<file path="src/rtl/serial_pkg.sv">
// serial_pkg: shared definitions for the serial receive monitor.
//   state_e             - receiver FSM states
//   DEFAULT_HALF_PERIOD - default half bit time in clk cycles
//   FRAME_BITS          - data bits per 8N1 frame
package serial_pkg;

  typedef enum logic [1:0] {
    ST_IDLE,
    ST_START,
    ST_DATA,
    ST_STOP
  } state_e;

  localparam int unsigned DEFAULT_HALF_PERIOD = 53;
  localparam int unsigned FRAME_BITS          = 8;

endpackage

</file>
<file path="src/rtl/serial_sync.sv">
// serial_sync: two-flop synchronizer for an asynchronous, idle-high line.
//   clk_i - clock
//   rst_i - synchronous active-high reset (both flops reset to 1)
//   d_i   - asynchronous input
//   q_o   - synchronized output
module serial_sync (
  input  logic clk_i,
  input  logic rst_i,
  input  logic d_i,
  output logic q_o
);

  logic meta_q;
  logic sync_q;

  always_ff @(posedge clk_i) begin
    if (rst_i) begin
      meta_q <= 1'b1;
      sync_q <= 1'b1;
    end else begin
      meta_q <= d_i;
      sync_q <= meta_q;
    end
  end

  assign q_o = sync_q;

endmodule

</file>
<file path="src/rtl/serial_rx_monitor.sv">
// serial_rx_monitor: 8N1 UART receiver with a valid/ready output register.
//   HALF_PERIOD - half bit time in clk cycles (2..4095)
//   clk         - clock, rising edge
//   reset       - synchronous active-high reset
//   ser_rx      - asynchronous serial line, idle high
//   data        - received byte
//   valid       - data holds an unconsumed byte
//   ready       - consumer accept (transfer on valid && ready)
//   frame_err   - one-cycle pulse on a bad stop bit
//   overrun     - sticky: a completed byte was dropped
//   busy        - FSM not idle
module serial_rx_monitor
  import serial_pkg::*;
#(
  parameter int unsigned HALF_PERIOD = DEFAULT_HALF_PERIOD
) (
  input  logic       clk,
  input  logic       reset,
  input  logic       ser_rx,
  output logic [7:0] data,
  output logic       valid,
  input  logic       ready,
  output logic       frame_err,
  output logic       overrun,
  output logic       busy
);

  localparam int unsigned CW = $clog2(2 * HALF_PERIOD);
  localparam int unsigned BW = $clog2(FRAME_BITS);

  localparam logic [CW-1:0] HALF_RELOAD = CW'(HALF_PERIOD - 1);
  localparam logic [CW-1:0] FULL_RELOAD = CW'(2 * HALF_PERIOD - 1);
  localparam logic [BW-1:0] LAST_BIT    = BW'(FRAME_BITS - 1);

  logic rx_s;

  serial_sync u_sync (
    .clk_i (clk),
    .rst_i (reset),
    .d_i   (ser_rx),
    .q_o   (rx_s)
  );

  state_e                state_q, state_d;
  logic [CW-1:0]         cnt_q, cnt_d;
  logic [BW-1:0]         bit_q, bit_d;
  logic [FRAME_BITS-1:0] shift_q, shift_d;
  logic [7:0]            data_q, data_d;
  logic                  valid_q, valid_d;
  logic                  ferr_q, ferr_d;
  logic                  ovr_q, ovr_d;
  logic                  sample;

  // The timer counts down to zero; zero marks a sample point and the
  // counter is reloaded there, so it never wraps.
  assign sample = (cnt_q == '0);

  always_comb begin
    state_d = state_q;
    cnt_d   = cnt_q;
    bit_d   = bit_q;
    shift_d = shift_q;
    data_d  = data_q;
    valid_d = valid_q;
    ferr_d  = 1'b0;
    ovr_d   = ovr_q;

    if (valid_q && ready) begin
      valid_d = 1'b0;
    end

    unique case (state_q)
      ST_IDLE: begin
        if (!rx_s) begin
          state_d = ST_START;
          cnt_d   = HALF_RELOAD;
          bit_d   = '0;
        end
      end
      ST_START: begin
        if (sample) begin
          cnt_d = FULL_RELOAD;
          if (rx_s) begin
            state_d = ST_IDLE;
            cnt_d   = '0;
          end else begin
            state_d = ST_DATA;
          end
        end else begin
          cnt_d = cnt_q - CW'(1);
        end
      end
      ST_DATA: begin
        if (sample) begin
          shift_d = {rx_s, shift_q[FRAME_BITS-1:1]};
          cnt_d   = FULL_RELOAD;
          if (bit_q == LAST_BIT) begin
            state_d = ST_STOP;
          end else begin
            bit_d = bit_q + BW'(1);
          end
        end else begin
          cnt_d = cnt_q - CW'(1);
        end
      end
      ST_STOP: begin
        if (sample) begin
          state_d = ST_IDLE;
          cnt_d   = '0;
          if (rx_s) begin
            // A same-cycle accept frees the register, so the new byte
            // replaces the consumed one and valid stays high.
            if (!valid_q || ready) begin
              data_d  = shift_q;
              valid_d = 1'b1;
            end else begin
              ovr_d = 1'b1;
            end
          end else begin
            ferr_d = 1'b1;
          end
        end else begin
          cnt_d = cnt_q - CW'(1);
        end
      end
      default: begin
        state_d = ST_IDLE;
        cnt_d   = '0;
      end
    endcase
  end

  always_ff @(posedge clk) begin
    if (reset) begin
      state_q <= ST_IDLE;
      cnt_q   <= '0;
      bit_q   <= '0;
      shift_q <= '0;
      data_q  <= '0;
      valid_q <= 1'b0;
      ferr_q  <= 1'b0;
      ovr_q   <= 1'b0;
    end else begin
      state_q <= state_d;
      cnt_q   <= cnt_d;
      bit_q   <= bit_d;
      shift_q <= shift_d;
      data_q  <= data_d;
      valid_q <= valid_d;
      ferr_q  <= ferr_d;
      ovr_q   <= ovr_d;
    end
  end

  assign data      = data_q;
  assign valid     = valid_q;
  assign frame_err = ferr_q;
  assign overrun   = ovr_q;
  assign busy      = (state_q != ST_IDLE);

endmodule

</file>
<file path="config.mk">
export PLATFORM = sky130hd
export DESIGN_NAME = serial_rx_monitor
export DESIGN_NICKNAME = d
export VERILOG_FILES = /design/src/rtl/serial_pkg.sv /design/src/rtl/serial_sync.sv /design/src/rtl/serial_rx_monitor.sv
export SDC_FILE = /design/constraint.sdc
export NUM_CORES = 1
export LEC_CHECK = 0
export ABC_AREA = 0
export CAP_MARGIN = 20
export CORE_ASPECT_RATIO = 1.1
export CORE_MARGIN = 3
export CORE_UTILIZATION = 30
export DETAILED_ROUTE_END_ITERATION = 10
export GPL_ROUTABILITY_DRIVEN = 0
export PLACE_DENSITY = 0.49
export SLEW_MARGIN = 10
export SYNTH_ARGS = -nofsm -noshare
export SYNTH_HDL_FRONTEND = slang
export SYNTH_SLANG_ARGS = --single-unit
</file>
<file path="constraint.sdc">
create_clock -name clk -period 2.1 [get_ports clk]
set_input_delay 0.315 -clock clk [delete_from_list [all_inputs] [get_ports clk]]
set_output_delay 0.315 -clock clk [all_outputs]
set_load 0.01 [all_outputs]
</file>
==> out/qor.csv <==
stage,metric,value,unit
route,met1 wire length,1.62,mm
synthesis,ys flop type,dfxtp_1,
power,VDD IR max,0.376,mV
place,DPL Wire Length,2.45,mm
global_route,initial antenna violation count,0,
critical_path,Worst path max stage delay,0.63,ns
route,via count,1304,
power,Flop pwr share,44.0,%
clock_network,clock sink count,33,
power,PD cells,789,mW/mm^2
floorplan,DIE AREA,0.00590,mm^2
synthesis,Cell variety after synth,37,
critical_path,Arrival @ worst endpoint,2.07,ns
critical_path,Worst R2R Path Depth,5,
power,leakage power,0.695,nW
clock_network,hold_buf cts,0,
critical_path,CP Cell Sequence,or4_4 > nor4b_2 > buf_4 > mux2i_1 > nor2_1,
route,DRC Markers,0,
synthesis,Synth Area per Inst,8.96,um^2
sta,min Tclk post-route,1.90,ns
synthesis,"FFs w/ async S/R, synth",0,%
route,post-DR vias/cell,5.22,
critical_path,Critical-path top delay cell,or4_4,
synthesis,Yosys reg bits,33,
layout,n_diodes,0,
sta,Hold Fails Final Rpt,0,
power,sw power,375,uW
global_route,first-pass GRT wire length,5.80,mm
floorplan,Core Area,0.00475,mm^2
route,WL met2,1.61,mm
critical_path,peak fanout along the critical path,11,
layout,fraction of layout cells with a size suffix above 1,13.4,%
sta,final worst path period share,90.5,%
synthesis,cell area after synthesis,0.00151,mm^2
global_route,vias in the first global route,1229,
outcome,status,completed,
route,metal3 WL,193,um
layout,Post-Layout Cell Count,250,
synthesis,multiplexer area fraction after synthesis,11.3,%
synthesis,post-synthesis compound-gate area fraction,11.0,%
synthesis,synth warn,0,
critical_path,Worst EP required,2.27,ns
global_route,GRT Util Overall,12.7,%
critical_path,CP Capture Type,flop,
synthesis,Simple-Gate Fraction of Synth Area,25.8,%
sta,Least-Margin Pin Slew,0.531,ns
power,Pwr Total,1.49,mW
clock_network,setup repair bufs after CTS,0,
flow_run,Max Cap Violations,0,
clock_network,worst skew pair latency,0.28,ns
power,switching share of power,25.1,%
clock_network,clock slew at reported path FFs,0.07,ns
clock_network,CTS max path bufs,2,
synthesis,adder-cell share of the synthesized area,3.33,%
clock_network,CTS tree,yes,
route,highest routed layer,met4,
sta,final setup violation count,0,
synthesis,Post-synth EDFFs,0,
place,IO buf count,15,
power,clock network fraction of total power,41.8,%
hold_path,Min-Delay Path Class,reg -> reg,
critical_path,critical path class,reg -> reg,
critical_path,Startpoint Class,flop,
synthesis,largest family of logic cells by synthesized area,simple AND/OR/NAND/NOR gates,
sta,RSZ-0062 raised after global routing,false,
synthesis,synthesized net count,176,
layout,P&R area growth vs syn,25.6,%
route,initial DRC count,87,
route,WL per Instance,13.8,um
clock_network,TritonCTS Buffers,5,
hold_path,Worst Hold Depth,1,
power,Int Pwr,1.12,mW
sta,Final Skew,0.00332,ns
floorplan,top-level port count,16,
floorplan,die width,73.5,um
layout,Final Cell Area,0.00189,mm^2
route,post-route ant nets,0,
clock_network,Root Driver,clkbuf_8,
sta,Fmax,526,MHz
place,placed insts,242,
global_route,gr ovfl total,0,
place,dpl cell area,0.00177,mm^2
sta,setup tns final,0,ns
synthesis,post-synthesis sequential area ratio,43.9,%
layout,Fillers,482,
power,Combinational Power Share,14.2,%
clock_network,H-tree depth,2,
route,first drt pass iteration count,4,
synthesis,xor and xnor area share after synthesis,0,%
sta,max_slew headroom,64.5,%
layout,post-layout util,39.8,%
layout,nets@finish,201,
sta,Final Max Tran Viols,0,
floorplan,Site Rows,26,
route,total detailed-routing wirelength,3.46,mm
clock_network,number of gates resized after cts,0,
global_route,largest net degree at the start of global routing,20,
synthesis,Cells after Synth,168,
floorplan,initial cell density of the core,31.7,%
floorplan,die height,80.3,um
[worst max-delay path: cells and delay by family (launching register included)]
| family | cells | cell delay [ns] |
|---|---|---|
| simple gates | 3 | 0.99 |
| buf+inv | 1 | 0.24 |
| flops | 1 | 0.36 |
| mux | 1 | 0.20 |
[layout make-up]
cell class	instances	area, um^2	share of cell area, %
well taps	56	70.1	3.71
flip-flops and latches	33	661	34.9
clock inverters	2	37.5	1.99
repair buffers	27	240	12.7
clock buffers	6	82.6	4.37
inverters	7	26.3	1.39
multi-input cells	119	773	40.9
[power by group through the flow]
stage / Sequential [mW] / Clock, mW / Combinational (mW)
after CTS: 0.656 / 0.648 / 0.210
after floorplan: 0.668 / 0 / 0.149
after global placement: 0.670 / 0 / 0.209
final: 0.657 / 0.623 / 0.211
after global routing: 0.659 / 0.676 / 0.235
after detailed placement: 0.671 / 0 / 0.209
[logic make-up (layout without fill, tap and decap cells)]
kind of cell | count (synthesis) | count (layout)
buffers and inverters | 16 | 42
muxes | 17 | 17
and+or+nand+nor | 74 | 74
DFF | 33 | 33
AOI/OAI and AO/OA | 24 | 24
adders and majority gates | 4 | 4
[metrics by stage]
stage | hold slack [ns] | setup WS (ns)
2_1_floorplan | 0.389 | 0.286
3_3_place_gp | 0.397 | 0.256
3_5_place_dp | 0.393 | 0.214
4_1_cts | 0.428 | 0.197
5_1_grt | 0.442 | 0.0931
6_report | 0.426 | 0.200
[worst paths after layout]
check,start,slack [ns],to
setup / recovery,cnt_q[4],0.20,data[1]
hold / removal,u_sync.meta_q,0.43,u_sync.q_o
setup reg to reg,cnt_q[4],0.20,data[1]
hold reg to reg,u_sync.meta_q,0.43,u_sync.q_o
[state kept, by name, indices dropped and copies added, names as in the netlist, 3 cells and up, named ones only]
register and flops:
bit_q 3, cnt_q 7, data 8, shift_q 8
[synthesized netlist by cell type, drive strengths merged, types with 2 or more instances]
cell type,n,area (um^2)
ha,4,50.1
or2,3,18.8
and3,2,12.5
a31oi,7,43.8
a221oi,2,17.5
clkbuf,6,22.5
nor2,25,93.8
nor4,4,25.0
inv,7,26.3
nand3b,4,30.0
o31ai,2,15.0
nand2b,2,12.5
nand3,2,10.0
o21ai,5,25.0
nor3,5,36.3
or3,6,37.5
dfxtp,33,661
mux2i,17,170
buf,3,22.5
nand2,15,56.3
[per-layer routing]
layer	global-route usage, %	vias up
met2	18.6	34
met3	4.01	5
met1	17.3	622
met5	0	-
li1	-	643
met4	4.35	0
[cells in the final DEF (no fill, tap or decap), types with 2 or more instances in the layout]
| master | netlist | final |
|---|---|---|
| and3_1 | 2 | 2 |
| or2_2 | 3 | 3 |
| nand3b_1 | 4 | 4 |
| or3_1 | 6 | 6 |
| mux2i_1 | 17 | 17 |
| clkbuf_8 | 0 | 6 |
| nor3_1 | 4 | 4 |
| o31ai_1 | 2 | 2 |
| nor2_1 | 25 | 25 |
| o21ai_0 | 5 | 5 |
| nor4_1 | 4 | 4 |
| buf_4 | 1 | 12 |
| nand2b_1 | 2 | 2 |
| clkdlybuf4s50_1 | 0 | 15 |
| a221oi_1 | 2 | 2 |
| nand2_1 | 15 | 15 |
| inv_1 | 7 | 7 |
| ha_1 | 4 | 4 |
| dfxtp_1 | 33 | 33 |
| nand3_1 | 2 | 2 |
| a31oi_1 | 7 | 7 |
Note: power is estimated with default switching activity, not from simulation.
